$ cat src/rtl/logic_seq_pkg.sv
// Shared opcodes, FSM encoding and default sizing for the logic op sequencer.
package logic_seq_pkg;

    localparam int unsigned DEFAULT_WIDTH      = 32;
    localparam int unsigned DEFAULT_FIFO_DEPTH = 4;
    localparam int unsigned OP_W               = 4;

    localparam logic [OP_W-1:0] OP_LOAD  = 4'd0;
    localparam logic [OP_W-1:0] OP_AND   = 4'd1;
    localparam logic [OP_W-1:0] OP_NAND  = 4'd2;
    localparam logic [OP_W-1:0] OP_NOR   = 4'd3;
    localparam logic [OP_W-1:0] OP_NOT   = 4'd4;
    localparam logic [OP_W-1:0] OP_OR    = 4'd5;
    localparam logic [OP_W-1:0] OP_XNOR  = 4'd6;
    localparam logic [OP_W-1:0] OP_XOR   = 4'd7;
    localparam logic [OP_W-1:0] OP_CLEAR = 4'd8;

    typedef enum logic [1:0] {
        IDLE = 2'd0,
        EXEC = 2'd1,
        RESP = 2'd2
    } state_t;

endpackage

$ cat src/rtl/logic_cmd_fifo.sv
// Power-of-two command queue with registered pointers and a show-ahead head word.
module logic_cmd_fifo #(
    parameter int unsigned WIDTH = 36,
    parameter int unsigned DEPTH = 4
) (
    input  logic             clk,
    input  logic             rst,
    input  logic             push,
    input  logic             pop,
    input  logic [WIDTH-1:0] din,
    output logic [WIDTH-1:0] dout,
    output logic             full,
    output logic             empty
);

    localparam int unsigned AW = (DEPTH > 1) ? $clog2(DEPTH) : 1;
    localparam int unsigned CW = AW + 1;

    logic [WIDTH-1:0] mem [DEPTH];
    logic [AW-1:0]    wr_ptr;
    logic [AW-1:0]    rd_ptr;
    logic [CW-1:0]    count;
    logic             do_push;
    logic             do_pop;

    assign do_push = push && !full;
    assign do_pop  = pop && !empty;
    assign full    = (count == CW'(DEPTH));
    assign empty   = (count == '0);
    assign dout    = mem[rd_ptr];

    // Pointers wrap naturally because DEPTH is a power of two.
    always_ff @(posedge clk or posedge rst) begin
        if (rst) begin
            wr_ptr <= '0;
            rd_ptr <= '0;
            count  <= '0;
        end else begin
            if (do_push) wr_ptr <= wr_ptr + AW'(1);
            if (do_pop)  rd_ptr <= rd_ptr + AW'(1);
            case ({do_push, do_pop})
                2'b10:   count <= count + CW'(1);
                2'b01:   count <= count - CW'(1);
                default: count <= count;
            endcase
        end
    end

    always_ff @(posedge clk) begin
        if (do_push) mem[wr_ptr] <= din;
    end

endmodule

$ cat src/rtl/logic_op_sequencer.sv
// Queues logic-unit commands, applies them in order to an accumulator, returns one result each.
module logic_op_sequencer
    import logic_seq_pkg::*;
#(
    parameter int unsigned WIDTH      = DEFAULT_WIDTH,
    parameter int unsigned FIFO_DEPTH = DEFAULT_FIFO_DEPTH
) (
    input  logic             clk,
    input  logic             rst,
    input  logic             cmd_valid,
    output logic             cmd_ready,
    input  logic [3:0]       cmd_op,
    input  logic [WIDTH-1:0] cmd_operand,
    output logic             res_valid,
    input  logic             res_ready,
    output logic [WIDTH-1:0] res_data,
    output logic             res_err,
    output logic [WIDTH-1:0] acc_out,
    output logic             busy
);

    localparam int unsigned CMD_W = WIDTH + OP_W;

    state_t           state;
    state_t           state_d;
    logic             pop;
    logic             fifo_full;
    logic             fifo_empty;
    logic [CMD_W-1:0] fifo_dout;
    logic [OP_W-1:0]  op_q;
    logic [WIDTH-1:0] operand_q;
    logic [WIDTH-1:0] acc;
    logic [WIDTH-1:0] acc_next;
    logic             illegal;

    assign cmd_ready = !fifo_full;
    assign busy      = (state != IDLE) || !fifo_empty;
    assign acc_out   = acc;

    logic_cmd_fifo #(
        .WIDTH (CMD_W),
        .DEPTH (FIFO_DEPTH)
    ) u_fifo (
        .clk   (clk),
        .rst   (rst),
        .push  (cmd_valid),
        .pop   (pop),
        .din   ({cmd_op, cmd_operand}),
        .dout  (fifo_dout),
        .full  (fifo_full),
        .empty (fifo_empty)
    );

    // Bitwise evaluation of the captured command against the accumulator.
    always_comb begin
        acc_next = acc;
        illegal  = 1'b0;
        case (op_q)
            OP_LOAD:  acc_next = operand_q;
            OP_AND:   acc_next = acc & operand_q;
            OP_NAND:  acc_next = ~(acc & operand_q);
            OP_NOR:   acc_next = ~(acc | operand_q);
            OP_NOT:   acc_next = ~acc;
            OP_OR:    acc_next = acc | operand_q;
            OP_XNOR:  acc_next = ~(acc ^ operand_q);
            OP_XOR:   acc_next = acc ^ operand_q;
            OP_CLEAR: acc_next = '0;
            default:  illegal  = 1'b1;
        endcase
    end

    always_ff @(posedge clk or posedge rst) begin
        if (rst) state <= IDLE;
        else     state <= state_d;
    end

    always_comb begin
        state_d = state;
        pop     = 1'b0;
        case (state)
            IDLE: begin
                if (!fifo_empty) begin
                    pop     = 1'b1;
                    state_d = EXEC;
                end
            end
            EXEC:    state_d = RESP;
            RESP:    if (res_ready) state_d = IDLE;
            default: state_d = IDLE;
        endcase
    end

    // Result registers stay frozen through RESP until the consumer takes them.
    always_ff @(posedge clk or posedge rst) begin
        if (rst) begin
            op_q      <= '0;
            operand_q <= '0;
            acc       <= '0;
            res_data  <= '0;
            res_err   <= 1'b0;
            res_valid <= 1'b0;
        end else begin
            if (pop) begin
                op_q      <= fifo_dout[CMD_W-1:WIDTH];
                operand_q <= fifo_dout[WIDTH-1:0];
            end
            if (state == EXEC) begin
                acc       <= acc_next;
                res_data  <= acc_next;
                res_err   <= illegal;
                res_valid <= 1'b1;
            end else if ((state == RESP) && res_ready) begin
                res_valid <= 1'b0;
            end
        end
    end

endmodule

$ cat config.mk
export PLATFORM = sky130hd
export DESIGN_NAME = logic_op_sequencer
export DESIGN_NICKNAME = d
export VERILOG_FILES = /design/src/rtl/logic_seq_pkg.sv /design/src/rtl/logic_cmd_fifo.sv /design/src/rtl/logic_op_sequencer.sv
export SDC_FILE = /design/constraint.sdc
export NUM_CORES = 1
export LEC_CHECK = 0
export ABC_CLOCK_PERIOD_IN_PS = 2150
export BUFFER_PORTS_ARGS = -buffer_cell sky130_fd_sc_hd__buf_4
export CAP_MARGIN = 20
export CORE_MARGIN = 4
export CORE_UTILIZATION = 54
export CTS_CLUSTER_SIZE = 30
export DETAILED_ROUTE_END_ITERATION = 6
export HOLD_SLACK_MARGIN = 0.08
export PLACE_DENSITY = 0.82
export SLEW_MARGIN = 0
export SYNTH_ARGS = -nofsm -noshare
export SYNTH_HDL_FRONTEND = slang
export SYNTH_HIERARCHICAL = 1
export SYNTH_SLANG_ARGS = --single-unit
$ cat constraint.sdc
create_clock -name clk -period 2.15 [get_ports clk]
set_clock_uncertainty 0.05 [all_clocks]
set_input_delay 0.43 -clock clk [delete_from_list [all_inputs] [get_ports clk]]
set_output_delay 0.43 -clock clk [all_outputs]
set_load 0.02 [all_outputs]
### Word-level counts from Yosys, hierarchy flattened

Memory sizes are Yosys's and may differ from the RTL's. A register that Yosys moved wholly into a read port is not among the register bits.
Index checks and enable logic that the tools add are counted.

* bits in registers: 43
* bits in writable memories: 144
* output and inout port bits: 68
* logic and storage cells: 62
* memories: 1

* $add $sub $neg: 4
* equal/unequal tests: 15
* mux-type cells: 12
* bitwise operators: 7
* reduce and logical (&&, ||, !) cells: 16

Memories
* u_fifo.mem: words 4, width 36, read ports 1, clocked after Yosys merged registers in 1, write ports 1, RTL line logic_cmd_fifo.sv:19 `logic [WIDTH-1:0] mem [DEPTH];`

Operator list (number)
* 32-bit one-hot mux with 9 select lines: 1
* 32-bit inverter: 4
* 32-bit bitwise AND: 1
* 32-bit bitwise OR: 1
* 32-bit XOR: 1
* 4-bit by 3-bit equality test with 1-bit output, second input constant: 4
* 9-bit nonzero test: 1
* 9-bit OR reduction: 1
* 4-bit by 2-bit equality test with 1-bit output, second input constant: 2
* 1-bit 2-to-1 mux: 7
* 2-bit one-hot mux with 3 select lines: 1
* 3-bit one-hot mux with 2 select lines: 1
* 2-bit nonzero test: 3
* 2-bit by 1-bit adder with 2-bit output, second input constant: 2
* 2-bit by 1-bit equality test with 1-bit output, second input constant: 2
* 2-bit equality test, second input constant: 2
* 4-bit by 1-bit equality test with 1-bit output, second input constant: 1
* 4-bit equality test, second input constant: 1
* 4-bit logical NOT: 1
* 2-bit 2-to-1 mux: 2
* 2-bit != test, second input constant: 2
* 2-bit AND reduction: 2
* 3-bit by 1-bit adder with 3-bit output, second input constant: 1
* 3-bit equality test, second input constant: 1
* other kinds (6): 9

### Logic depth before layout (Yosys ltp)

Gate-level depths: netlist (run 1).

* depth in word-level cells: 6
* depth in mapped cells: 10
* mapped depth without buffers: 9

### Hierarchy

Netlist (run 1), hierarchy kept.

Modules (own cells, without submodules)
* logic_op_sequencer: times used 1, cells an instance 775, area each 6279.8 um2, sequential area each 1801.7 um2
* logic_cmd_fifo: times used 1, cells an instance 226, area each 5639.2 um2, sequential area each 4499.3 um2

### Worst setup path after synthesis (run 1)

Ideal clock, no wire load.

* path kind: register -> register
* from: register state[1]
* to: register u_fifo.count[2]
* library setup time: 79 ps
* arrival: 2245 ps
* required time: 2021 ps
* path slack: -224 ps
* cell stages (with the launch flop): 11
* buffers on the path: 2
* clock period less this slack: 2374 ps
* cells stage by stage: dfrtp_1 clkbuf_1 nor3_2 clkbuf_1 o31a_1 ha_1 inv_1 fa_1 xor2_1 nor2_1 xor2_1

* word-level cells in the longest chain between the ends: 5

RTL lines
* from (decl): RTL line logic_op_sequencer.sv:24 `state_t state;`
* from (signal assigned): RTL line logic_op_sequencer.sv:74 `else state <= state_d;`
* 2-bit logical NOT *: RTL line logic_op_sequencer.sv:80 `case (state)`
* 1-bit 2-to-1 mux *: RTL line logic_op_sequencer.sv:80
* via pop: RTL line logic_op_sequencer.sv:26 `logic pop;`
* 1-bit logical AND *: RTL line logic_cmd_fifo.sv:27 `assign do_pop = pop && !empty;`
* via u_fifo.do_pop: RTL line logic_cmd_fifo.sv:24 `logic do_pop;`
* 2-bit by 1-bit equality test with 1-bit output / 2-bit equality test (equally long branches): RTL line logic_cmd_fifo.sv:41 `case ({do_push, do_pop})`
* 3-bit one-hot mux with 2 select lines / 2-bit nonzero test (equally long branches)
* to (signal assigned): RTL line logic_cmd_fifo.sv:42 `2'b10: count <= count + CW'(1);`
* to (signal assigned): RTL line logic_cmd_fifo.sv:43 `2'b01: count <= count - CW'(1);`
* to (signal assigned): RTL line logic_cmd_fifo.sv:44 `default: count <= count;`
* to (decl): RTL line logic_cmd_fifo.sv:22 `logic [CW-1:0] count;`

The timed path passes the listed nets; every way through them passes the cells marked *.
A chain may end at the register's enable or synchronous reset.

### Worst setup path after layout (run 1)

* from: register u_fifo.count[1]
* to: register u_fifo.count[2]

RTL lines
* 3-bit equality test *: RTL line logic_cmd_fifo.sv:28 `assign full = (count == CW'(DEPTH));`
* via fifo_full: RTL line logic_op_sequencer.sv:27 `logic fifo_full;`
* 1-bit logical NOT *: RTL line logic_cmd_fifo.sv:26 `assign do_push = push && !full;`
* 1-bit logical AND *: RTL line logic_cmd_fifo.sv:26
* 2-bit by 1-bit equality test with 1-bit output / 2-bit equality test (equally long branches): RTL line logic_cmd_fifo.sv:41
* 3-bit one-hot mux with 2 select lines / 2-bit nonzero test (equally long branches)

Marks and branches as above.

==> summary.log, run 1 <==
[run_status] status finished with violations
[run_status] violated checks setup timing
[logic_synthesis] proportion of register bits with asynchronous set or reset after synthesis 35.43%
[floorplanning] die area 0.02451 mm²
[logic_synthesis] Unique masters post-synth 57
[clock_tree] TritonCTS clock tree built
[worst_hold_path] class of the worst hold path in -> async
[layout] diode insertion count for antenna repair 0
[timing] Setup-failing EPs final 1
[setup_path] critical-path maximum fanout 4
[logic_synthesis] total of flip-flops plus latches after synthesis 223
[logic_synthesis] area fraction of the dominant cell type after synthesis 36.28%
[timing] slew of the pin with the lowest slew margin 426.7 ps
[layout] post-layout util 64.80%
[logic_synthesis] Post-Synthesis Mean Instance Area 11.91 µm²
[global_routing] antenna violations before repair 0
[timing] final hold vios 0
[floorplanning] width of the die 156.6 µm
[logic_synthesis] most common cell in the netlist sky130_fd_sc_hd__edfxtp_1
[timing] final clock period utilization by the worst path 101.4%
[global_routing] remaining global-route overflow 0
[layout] Register Area 0.006310 mm²
[logic_synthesis] fraction of the yosys area taken by sequential cells 52.87%
[logic_synthesis] multiplexer share of the synthesized area 8.629%
[clock_tree] clock root cell sky130_fd_sc_hd__clkbuf_16
[floorplanning] count of standard-cell rows 54
[floorplanning] I/O Pins 108
[flow_run] max_cap viols 0
[logic_synthesis] Synth Cell Area 0.01192 mm²
[logic_synthesis] share of synthesized cell area in and, or, nand and nor gates 6.467%
[logic_synthesis] net count of the mapped netlist 1111
[place] last weighted congestion value of the routability-driven placer 0.8049
[timing] final worst-path setup slack -30.12 ps
[logic_synthesis] Main synth FF type sky130_fd_sc_hd__edfxtp_1
[logic_synthesis] Yosys warning total 6
[timing] Highest Clock Rate 0.4587 GHz
[pwr] Cell Pwr Density 1642 mW/mm²
[timing] aggregate negative setup slack -30.12 ps
[setup_path] type of the worst setup path reg -> reg
[global_routing] maximum number of pins on one net before global-route repair 73
[clock_tree] sinks on the clock net 223
[setup_path] required time at the worst-slack endpoint 2540 ps
[layout] total area of multi-input combinational cells 0.004695 mm²
[clock_tree] cts bufs inserted 24
[logic_synthesis] fraction of synthesized cell area in xor and xnor cells 0.4409%
[detailed_routing] final routed DRC violation total 0
[logic_synthesis] top area cells in the synthesized netlist sky130_fd_sc_hd__edfxtp_1, sky130_fd_sc_hd__dfrtp_1, sky130_fd_sc_hd__ha_1
[setup_path] standard cell with the maximum stage delay on the critical path sky130_fd_sc_hd__dfrtp_2
[logic_synthesis] number of enable flip-flop cells after synthesis 144
[floorplanning] die height 156.6 µm
[layout] fraction of layout cells with a size suffix above 1 23.50%
[place] worst slack at placement 12.87 ps
[detailed_routing] DR vias 8395
[clock_tree] clock network latency to the later pin of the worst-skew pair 530 ps
[detailed_routing] post-route ant nets 0
[detailed_routing] total iterations of the first detailed-routing run 5
[global_routing] GR Util All Layers 22.72%
[logic_synthesis] biggest area consumer among synthesized cells sky130_fd_sc_hd__edfxtp_1
[place] post-DP HPWL 17330 µm
[timing] min Tclk post-route 2180 ps
[setup_path] startpoint type of the worst setup path flip-flop
[floorplanning] Starting Density 54.78%
[logic_synthesis] cell count after synthesis 1001
[logic_synthesis] synthesized-area fraction occupied by adder cells 7.411%
[detailed_routing] Via density 5.945
[logic_synthesis] dominant combinational cell family by area after synthesis compound AO/OA/AOI/OAI gates
[global_routing] vias in the first global route 8290
[layout] synthesis-to-finish area growth 18.28%
[clock_tree] CTS max path bufs 3
[logic_synthesis] top cells by instance count after synthesis sky130_fd_sc_hd__edfxtp_1, sky130_fd_sc_hd__o21ai_0, sky130_fd_sc_hd__inv_1
[timing] max-slew violation count 0
[clock_tree] clock slew at the register clock pins of the worst setup and hold paths 60 ps
[layout] number of nets at the end of the flow 1225
[setup_path] max incr delay on CP 460 ps
[floorplanning] placeable core area 0.02176 mm²
[pwr] LEAKAGE 5.750 nW
[setup_path] data arrival time of the critical path 2570 ps
[place] Placed Area 0.01288 mm²
[detailed_routing] detailed-route wire length per cell 19.88 µm
[clock_tree] H-tree levels 1
[detailed_routing] total wirelength of the detailed-routed design 28070 µm
[timing] Slew headroom 71.55%
[layout] post-route cell area 0.01410 mm²
[setup_path] ordered list of cells on the worst path nor3b_4 -> nor2b_4 -> inv_1 -> ha_2 -> inv_1 -> fa_1 -> xor2_1 -> nor2_1 -> xor2_1
[pwr] peak supply drop 0.7203 mV
[layout] number of fill cells in the layout 1582
[logic_synthesis] compound-gate portion of the synthesized area 16.18%
[setup_path] type of destination of the critical path flip-flop
[place] I/O Buffers 107
[setup_path] cells on worst reg2reg path 9
[detailed_routing] violation count after the first detailed-routing iteration 650
[global_routing] wire length of the first global-routing pass 44900 µm
worst max-delay path: cells and delay by family (launching register included):
kind | cells | cell delay [ps]
and+or+nand+nor | 3 | 560
adders and majority gates | 2 | 570
DFF | 1 | 460
buffers and inverters | 2 | 130
xor gates and xnor gates | 2 | 330
metrics by stage:
| stage | hold slack, ps | power, mW | cells |
|---|---|---|---|
| final | 398.3 | 23.14 | 1412 |
| after global routing | 382.4 | 24.74 | 1412 |
| after CTS | 317.0 | 22.96 | 1406 |
| after detailed placement | 359.3 | 18.78 | 1325 |
| after global placement | 357.7 | 18.25 | 1325 |
| after floorplan | 183.4 | 15.64 | 1001 |
per-layer routing:
metal | track usage, % | share of wire [%]
met1 | 31.84 | 41
met3 | 4.342 | 7.4
met4 | 5.620 | 2.2
met5 | 0 | 0
met2 | 37.08 | 49
cell type report:
type | instances | share of cell area, %
Timing Repair Buffer | 189 | 11.72
Inverter | 86 | 2.316
Clock buffer | 29 | 4.393
Clock inverter | 14 | 1.030
Sequential cell | 223 | 44.76
Tap cell | 280 | 2.485
Multi-Input combinational cell | 591 | 33.30
final timing paths:
check                                start               end  slack (ps)
max reg2reg                u_fifo/count[1]   u_fifo/count[2]         -30
min                                    rst   u_fifo/count[0]         400
min in group clk                 cmd_valid  u_fifo/wr_ptr[0]         400
max                        u_fifo/count[1]   u_fifo/count[2]         -30
max in group asynchronous              rst     operand_q[24]        1150
min reg2reg                        res_err           res_err         480
sequential cells by signal, summed over array words and instances, names as in the netlist:
| register | flops |
|---|---|
| u_fifo/mem | 144 |
| res_err | 1 |
| op_q | 4 |
| u_fifo/wr_ptr | 2 |
| state | 2 |
| res_data | 32 |
| operand_q | 32 |
| u_fifo/rd_ptr | 2 |
| res_valid | 1 |
| u_fifo/count | 3 |
placed cells by master (no fill, tap or decap), drive strengths merged, types with 19 or more instances in the layout:
cell	instances
ha	69
nand2	86
dfrtp	79
mux4	36
clkbuf	29
inv	85
buf	151
edfxtp	144
dlygate4sd3	38
nor2	38
nand2b	22
o21ai	112
a211oi	19
a21oi	37
report_power, final:
part | total, mW | switching (mW) | internal [mW] | leakage (nW)
Combinational | 12.0 | 6.78 | 5.24 | 3.11
Sequential | 7.11 | 1.11 | 5.99 | 2.27
Clock | 4.01 | 1.70 | 2.31 | 0.369
what timing repair did:
item / in CTS / in global routing
setup endpoints to repair: 1 / 2
gates resized for setup: 2 / 6
hold endpoints to repair: 223 / 0
setup buffers: 0 / 6
pin swaps: 0 / 4
hold buffers: 38 / 0
cell families (layout without fill, tap and decap cells):
group,Yosys count,count (layout)
AOI/OAI and AO/OA,291,291
buffers and inverters,187,318
xor gates and xnor gates,6,6
and+or+nand+nor,167,167
muxes,57,57
DFF,223,223
adders and majority gates,70,70
Note: power is estimated with default switching activity, not from simulation.
==> run 2, diff against run 1 <==
--- a/config.mk
+++ b/config.mk
@@ -13,7 +13,7 @@
 export CTS_CLUSTER_SIZE = 30
 export DETAILED_ROUTE_END_ITERATION = 6
 export HOLD_SLACK_MARGIN = 0.08
-export PLACE_DENSITY = 0.82
+export PLACE_DENSITY_LB_ADDON = 0.15
 export SLEW_MARGIN = 0
 export SYNTH_ARGS = -nofsm -noshare
 export SYNTH_HDL_FRONTEND = slang
==> run 2 against run 1 <==
  * Count of clock-buffer cells in the layout rose by 4
  * Worst hold slack worse by 100 ps
  * Utilization increased by 0.32 points
  * Largest cell class unchanged
  * The run now ends clean
  * Via count fell by 4.2%
==> summary.log, run 2 (synthesis results as in run 1) <==
[run_status] status finished, final reports clean
[global_routing] wire length of the first global-routing pass 42890 µm [-4.5%]
[detailed_routing] total iterations of the first detailed-routing run 5 [unchanged]
[clock_tree] H-tree levels 1 [unchanged]
[place] Placed Area 0.01295 mm² [+0.56%]
[timing] final clock period utilization by the worst path 96.95% [-4.5 points]
[layout] flip-flop count of the largest register after layout 144 [unchanged]
[floorplanning] count of standard-cell rows 54 [unchanged]
[place] placed cell count 1333 [+0.60%]
[layout] registers with the highest flip-flop counts u_fifo/mem x144, operand_q x32, res_data x32
[layout] fraction of layout cells with a size suffix above 1 23.80% [+0.30 points]
[clock_tree] clock network latency to the later pin of the worst-skew pair 510 ps [-20 ps]
[layout] synthesis-to-finish area growth 18.85%
[floorplanning] I/O Pins 108 [unchanged]
[setup_path] source of the critical timing path u_fifo/count[1]
[setup_path] type of the worst setup path reg -> reg
[floorplanning] width of the die 156.6 µm [unchanged]
[pwr] peak supply drop 0.8318 mV [+15%]
[detailed_routing] post-route ant nets 0 [unchanged]
[setup_path] startpoint type of the worst setup path flip-flop
[clock_tree] clock root cell sky130_fd_sc_hd__clkbuf_16
[global_routing] vias in the first global route 7810 [-5.8%]
[setup_path] required time at the worst-slack endpoint 2540 ps [about the same]
[detailed_routing] detailed-route wire length per cell 18.91 µm [-4.8%]
[global_routing] antenna violations before repair 0 [unchanged]
[detailed_routing] met1 wire length 12350 µm [+7.0%]
[setup_path] beginning of the worst register-to-register path u_fifo/count[1]
[layout] post-route cell area 0.01417 mm² [+0.49%]
[setup_path] end of the worst register-to-register path u_fifo/count[2]
[global_routing] GR Util All Layers 22.01% [-0.72 points]
[setup_path] critical-path maximum fanout 4 [unchanged]
[detailed_routing] uppermost layer routed met4
[clock_tree] clock slew at the register clock pins of the worst setup and hold paths 60 ps [about the same]
[worst_hold_path] class of the worst hold path in -> reg
[layout] leading cell type in the layout, fill and taps excluded sky130_fd_sc_hd__buf_4
[clock_tree] CTS max path bufs 3 [unchanged]
[timing] Setup-failing EPs final 0 [-1]
[detailed_routing] met2 routed WL 12750 µm [-7.7%]
[layout] number of fill cells in the layout 1676 [+5.9%]
[flow_run] max_cap viols 0 [unchanged]
[timing] max-slew violation count 0 [unchanged]
[detailed_routing] Via density 5.651 [-4.9%]
[timing] final hold vios 0 [unchanged]
[pwr] LEAKAGE 5.805 nW [+0.95%]
[timing] final worst-path setup slack 65.68 ps [+95.80 ps]
[floorplanning] placeable core area 0.02176 mm² [unchanged]
[detailed_routing] routed length on met3 1464 µm [-29%]
[clock_tree] TritonCTS clock tree built
[pwr] Cell Pwr Density 1625 mW/mm² [-1.0%]
[layout] top register by number of flip-flops u_fifo/mem
[detailed_routing] total wirelength of the detailed-routed design 26910 µm [-4.1%]
[timing] slew of the pin with the lowest slew margin 721.7 ps [+295.0 ps]
[detailed_routing] final routed DRC violation total 0 [unchanged]
[layout] diode insertion count for antenna repair 0 [unchanged]
[floorplanning] die area 0.02451 mm² [unchanged]
[global_routing] maximum number of pins on one net before global-route repair 70 [-4.1%]
[layout] number of nets at the end of the flow 1235 [+0.82%]
[setup_path] type of destination of the critical path flip-flop
[global_routing] remaining global-route overflow 0 [unchanged]
[place] I/O Buffers 107 [unchanged]
[setup_path] cells on worst reg2reg path 10 [+1]
[clock_tree] cts bufs inserted 24 [unchanged]
[clock_tree] sinks on the clock net 223 [unchanged]
[setup_path] slack of the worst reg-to-reg path 70 ps [+100 ps]
[detailed_routing] violation count after the first detailed-routing iteration 551 [-15%]
[timing] min Tclk post-route 2084 ps [-95.80 ps]
[floorplanning] Starting Density 54.78% [unchanged]
[setup_path] capture point of the worst path u_fifo/count[2]
[place] last weighted congestion value of the routability-driven placer 0.8050 [about the same]
[place] post-DP HPWL 17460 µm [+0.74%]
[detailed_routing] DR vias 8042 [-4.2%]
[floorplanning] die height 156.6 µm [unchanged]
[setup_path] data arrival time of the critical path 2480 ps [-90 ps]
[layout] commonest non-fill, non-tap cells in the layout sky130_fd_sc_hd__buf_4, sky130_fd_sc_hd__edfxtp_1, sky130_fd_sc_hd__o21ai_0, sky130_fd_sc_hd__inv_1, sky130_fd_sc_hd__nand2_1
[place] worst slack at placement 9.262 ps [-3.611 ps]
[layout] final std cells w/o fill 1423 [+0.78%]
[timing] Slew headroom 51.71% [-20 points]
[timing] Highest Clock Rate 0.4798 GHz [+4.6%]
==> run 2: area by class of cell <==
type | instances | area, µm² | share of cell area, %
Sequential cell | 223 | 6306 | 44.52
Multi-Input combinational cell | 591 | 4683 | 33.06
Timing Repair Buffer | 199 | 1739 | 12.28
Clock buffer | 33 | 665.6 | 4.699
Tap cell | 280 | 350.3 | 2.473
Inverter | 86 | 326.6 | 2.305
Clock inverter | 11 | 95.09 | 0.6713
==> run 2: power by group <==
group	switching (mW)	leakage [nW]	internal, mW	total [mW]
sequential	1.05	2.27	5.99	7.03
combinational	6.71	3.16	5.31	12.0
clock	1.66	0.368	2.30	3.96
total	9.42	5.80	13.6	23.0
==> run 2: routing by layer <==
metal	track usage, %	up-vias
met5	0	-
met4	4.421	0
met3	3.125	37
met2	34.98	208
met1	32.85	3931
li1	-	3866
==> run 2: repair_timing <==
item,CTS,global route
endpoints found under the setup margin,1,1
hold endpoints to repair,171,0
cloned,0,0
pin swaps,0,4
hold buffers,38,0
setup buffers,2,6
resized for setup,0,3
==> run 2: worst max-delay path, stage by stage, from the launching register on <==
cell and delay, ps:
sky130_fd_sc_hd__dfrtp_1 390, sky130_fd_sc_hd__nor3_1 70, sky130_fd_sc_hd__buf_4 140, sky130_fd_sc_hd__nor3_4 130, sky130_fd_sc_hd__o31a_1 190, sky130_fd_sc_hd__ha_2 190, sky130_fd_sc_hd__inv_1 50, sky130_fd_sc_hd__fa_1 370
sky130_fd_sc_hd__xor2_1 150, sky130_fd_sc_hd__nor2_1 130, sky130_fd_sc_hd__xor2_1 140
==> run 2: worst min-delay path by stage <==
stage | start | endpoint | cells after the start
finish | cmd_valid | u_fifo/wr_ptr[0] | 4
floorplan | rst | u_fifo/count[0] | 1
detailed placement | rst | u_fifo/count[0] | 2
CTS | cmd_valid | u_fifo/wr_ptr[0] | 3
global route | cmd_valid | u_fifo/wr_ptr[0] | 4
global placement | rst | u_fifo/count[0] | 2
==> run 2: stage by stage <==
step           utilization [%]  total power, mW  setup TNS, ps  hold WS, ps
5_1_grt                  65.11            24.70         -41.48        302.1
4_1_cts                  64.84            23.05              0        311.3
3_3_place_gp             59.53            18.67              0        358.5
3_5_place_dp             59.53            18.94              0        367.0
2_1_floorplan                -            15.64         -139.3        183.4
6_report                 65.11            23.01              0        295.2
==> run 3, diff against run 2 <==
--- a/config.mk
+++ b/config.mk
@@ -14,6 +14,7 @@
 export DETAILED_ROUTE_END_ITERATION = 6
 export HOLD_SLACK_MARGIN = 0.08
 export PLACE_DENSITY_LB_ADDON = 0.15
+export REMOVE_ABC_BUFFERS = 1
 export SLEW_MARGIN = 0
 export SYNTH_ARGS = -nofsm -noshare
 export SYNTH_HDL_FRONTEND = slang
==> run 3 against run 2 <==
  * Non-clock buffer count is 6 lower
  * Maximum frequency rose by 0.91%
  * Critical path depth unchanged
  * Clock power is 5.6% higher
  * Routed wire length down 2.9%
  * First-iteration DRC count rose by 12%
  * Setup slack improved by 19 ps
  * Sequential share of layout area is essentially flat
  * Utilization is 0.057 points lower
  * Cell area hardly changed
==> summary.log, run 3 (synthesis results as in run 1) <==
[timing] max-slew violation count 0 [unchanged]
[layout] number of nets at the end of the flow 1230 [-0.40%]
[flow_run] max_cap viols 0 [unchanged]
[layout] post-layout util 65.06% [about the same]
[layout] flip-flop count of the largest register after layout 144 [unchanged]
[layout] top register by number of flip-flops u_fifo/mem
[layout] fraction of layout cells with a size suffix above 1 23.66% [-0.14 points]
[detailed_routing] detailed-route wire length per cell 18.45 µm [-2.4%]
[detailed_routing] post-route ant nets 0 [unchanged]
[timing] Slew headroom 50.33% [-1.4 points]
[run_status] status finished, final reports clean
[setup_path] type of the worst setup path reg -> reg
[clock_tree] H-tree levels 1 [unchanged]
[timing] final hold vios 0 [unchanged]
[layout] synthesis-to-finish area growth 18.75% [about the same]
[detailed_routing] total wirelength of the detailed-routed design 26150 µm [-2.9%]
[clock_tree] clock network latency to the later pin of the worst-skew pair 520 ps [about the same]
[floorplanning] Starting Density 54.78% [unchanged]
[clock_tree] sinks on the clock net 223 [unchanged]
[setup_path] critical-path maximum fanout 3 [-1]
[setup_path] type of destination of the critical path flip-flop
[setup_path] data arrival time of the critical path 2460 ps [-20 ps]
[global_routing] maximum number of pins on one net before global-route repair 70 [unchanged]
[setup_path] startpoint type of the worst setup path flip-flop
[clock_tree] cts bufs inserted 25 [+4.2%]
[clock_tree] clock slew at the register clock pins of the worst setup and hold paths 50 ps [about the same]
[global_routing] GR Util All Layers 21.83% [-0.18 points]
[layout] final std cells w/o fill 1417 [-0.42%]
[layout] Register Area 0.006306 mm² [unchanged]
[pwr] peak supply drop 0.9209 mV [+11%]
[layout] number of fill cells in the layout 1668 [-0.48%]
[setup_path] required time at the worst-slack endpoint 2540 ps [about the same]
[floorplanning] width of the die 156.6 µm [unchanged]
[detailed_routing] final routed DRC violation total 0 [unchanged]
[timing] min Tclk post-route 2065 ps [-18.85 ps]
[pwr] Cell Pwr Density 1629 mW/mm² [+0.27%]
[detailed_routing] total iterations of the first detailed-routing run 5 [unchanged]
[global_routing] wire length of the first global-routing pass 42770 µm [-0.29%]
[floorplanning] die height 156.6 µm [unchanged]
[detailed_routing] violation count after the first detailed-routing iteration 615 [+12%]
[floorplanning] placeable core area 0.02176 mm² [unchanged]
[timing] slew of the pin with the lowest slew margin 742.3 ps [+20.59 ps]
[place] I/O Buffers 107 [unchanged]
[worst_hold_path] class of the worst hold path in -> reg
[floorplanning] I/O Pins 108 [unchanged]
[detailed_routing] DR vias 8050 [+0.099%]
[layout] diode insertion count for antenna repair 0 [unchanged]
[layout] total area of multi-input combinational cells 0.004686 mm² [about the same]
[global_routing] antenna violations before repair 0 [unchanged]
[detailed_routing] Via density 5.681 [+0.52%]
[floorplanning] die area 0.02451 mm² [unchanged]
[floorplanning] count of standard-cell rows 54 [unchanged]
[place] last weighted congestion value of the routability-driven placer 0.7975 [-0.93%]
[place] post-DP HPWL 16530 µm [-5.3%]
[timing] Setup-failing EPs final 0 [unchanged]
[clock_tree] clock root cell sky130_fd_sc_hd__clkbuf_16
[place] worst slack at placement -5.838 ps [-15.10 ps]
[timing] setup repair after global routing missed its margin yes
[clock_tree] TritonCTS clock tree built
[global_routing] remaining global-route overflow 0 [unchanged]
[layout] leading cell type in the layout, fill and taps excluded sky130_fd_sc_hd__edfxtp_1
[timing] final worst-path setup slack 84.52 ps [+18.85 ps]
[global_routing] vias in the first global route 7945 [+1.7%]
[timing] final clock period utilization by the worst path 96.07% [-0.88 points]
[pwr] LEAKAGE 5.795 nW [-0.16%]
[timing] Highest Clock Rate 0.4842 GHz [+0.91%]
[clock_tree] CTS max path bufs 3 [unchanged]
[layout] commonest non-fill, non-tap cells in the layout sky130_fd_sc_hd__edfxtp_1, sky130_fd_sc_hd__buf_4, sky130_fd_sc_hd__o21ai_0, sky130_fd_sc_hd__nand2_1, sky130_fd_sc_hd__inv_1
[place] placed cell count 1332 [-0.075%]
[layout] registers with the highest flip-flop counts u_fifo/mem x144, operand_q x32, res_data x32
==> run 3: what timing repair did <==
item                       4_1_cts  5_1_grt
resized for setup                0        7
hold endpoints to repair       160        0
setup endpoints to repair        1        5
pin swaps                        0        5
buffers inserted                 1        2
hold buffers                    38        0
==> run 3: report_power, final <==
| part | internal, mW | switching (mW) | total [mW] |
|---|---|---|---|
| Sequential | 5.99 | 1.02 | 7.01 |
| Combinational | 5.22 | 6.64 | 11.9 |
| Clock | 2.50 | 1.68 | 4.18 |
| Total | 13.7 | 9.35 | 23.1 |
==> run 3: routing by layer <==
metal	global-route usage, %	wire length [µm]	up-vias
li1	-	-	3858
met1	32.36	11850	3929
met2	34.67	12590	235
met3	2.931	1377	28
met4	5.207	329	0
met5	0	0	-
==> run 3: layout make-up <==
type                    instances  area share, %
flip-flops and latches        223          44.55
multi-input cells             591          33.11
repair buffers                193          11.91
clock buffers                  30          4.553
well taps                     280          2.475
inverters                      86          2.307
clock inverters                14          1.096
==> run 3: per-stage QoR <==
stage	cell area, µm²	total power [mW]	setup TNS, ps	hold WS [ps]
global route	14150	24.87	-76.18	341.4
global placement	12930	18.57	0	353.5
detailed placement	12930	18.80	-5.838	350.3
floorplan	11290	14.69	-74160	183.4
finish	14150	23.06	0	319.5
CTS	14110	23.13	0	313.7
==> run 3: worst paths after layout <==
path	from	end	slack [ps]	depth (start not counted)
worst max-delay path	u_fifo/count[1]	u_fifo/count[2]	80	10
worst min-delay path	cmd_valid	u_fifo/wr_ptr[0]	320	4
worst max register to register	u_fifo/count[1]	u_fifo/count[2]	80	10
worst min register to register	res_valid	res_valid	500	2
max in group asynchronous	rst	res_data[19]	1160	4
min in group asynchronous	rst	u_fifo/wr_ptr[1]	370	3
==> run 3: worst max-delay path, cell delays in order, from the launching register on <==
cell and delay (ps):
sky130_fd_sc_hd__dfrtp_1 340, sky130_fd_sc_hd__nor3_1 50, sky130_fd_sc_hd__buf_4 150, sky130_fd_sc_hd__nor3_4 190
sky130_fd_sc_hd__o31a_1 210, sky130_fd_sc_hd__ha_2 210, sky130_fd_sc_hd__inv_2 40, sky130_fd_sc_hd__fa_2 330
sky130_fd_sc_hd__xor2_1 140, sky130_fd_sc_hd__nor2_1 130, sky130_fd_sc_hd__xor2_1 150
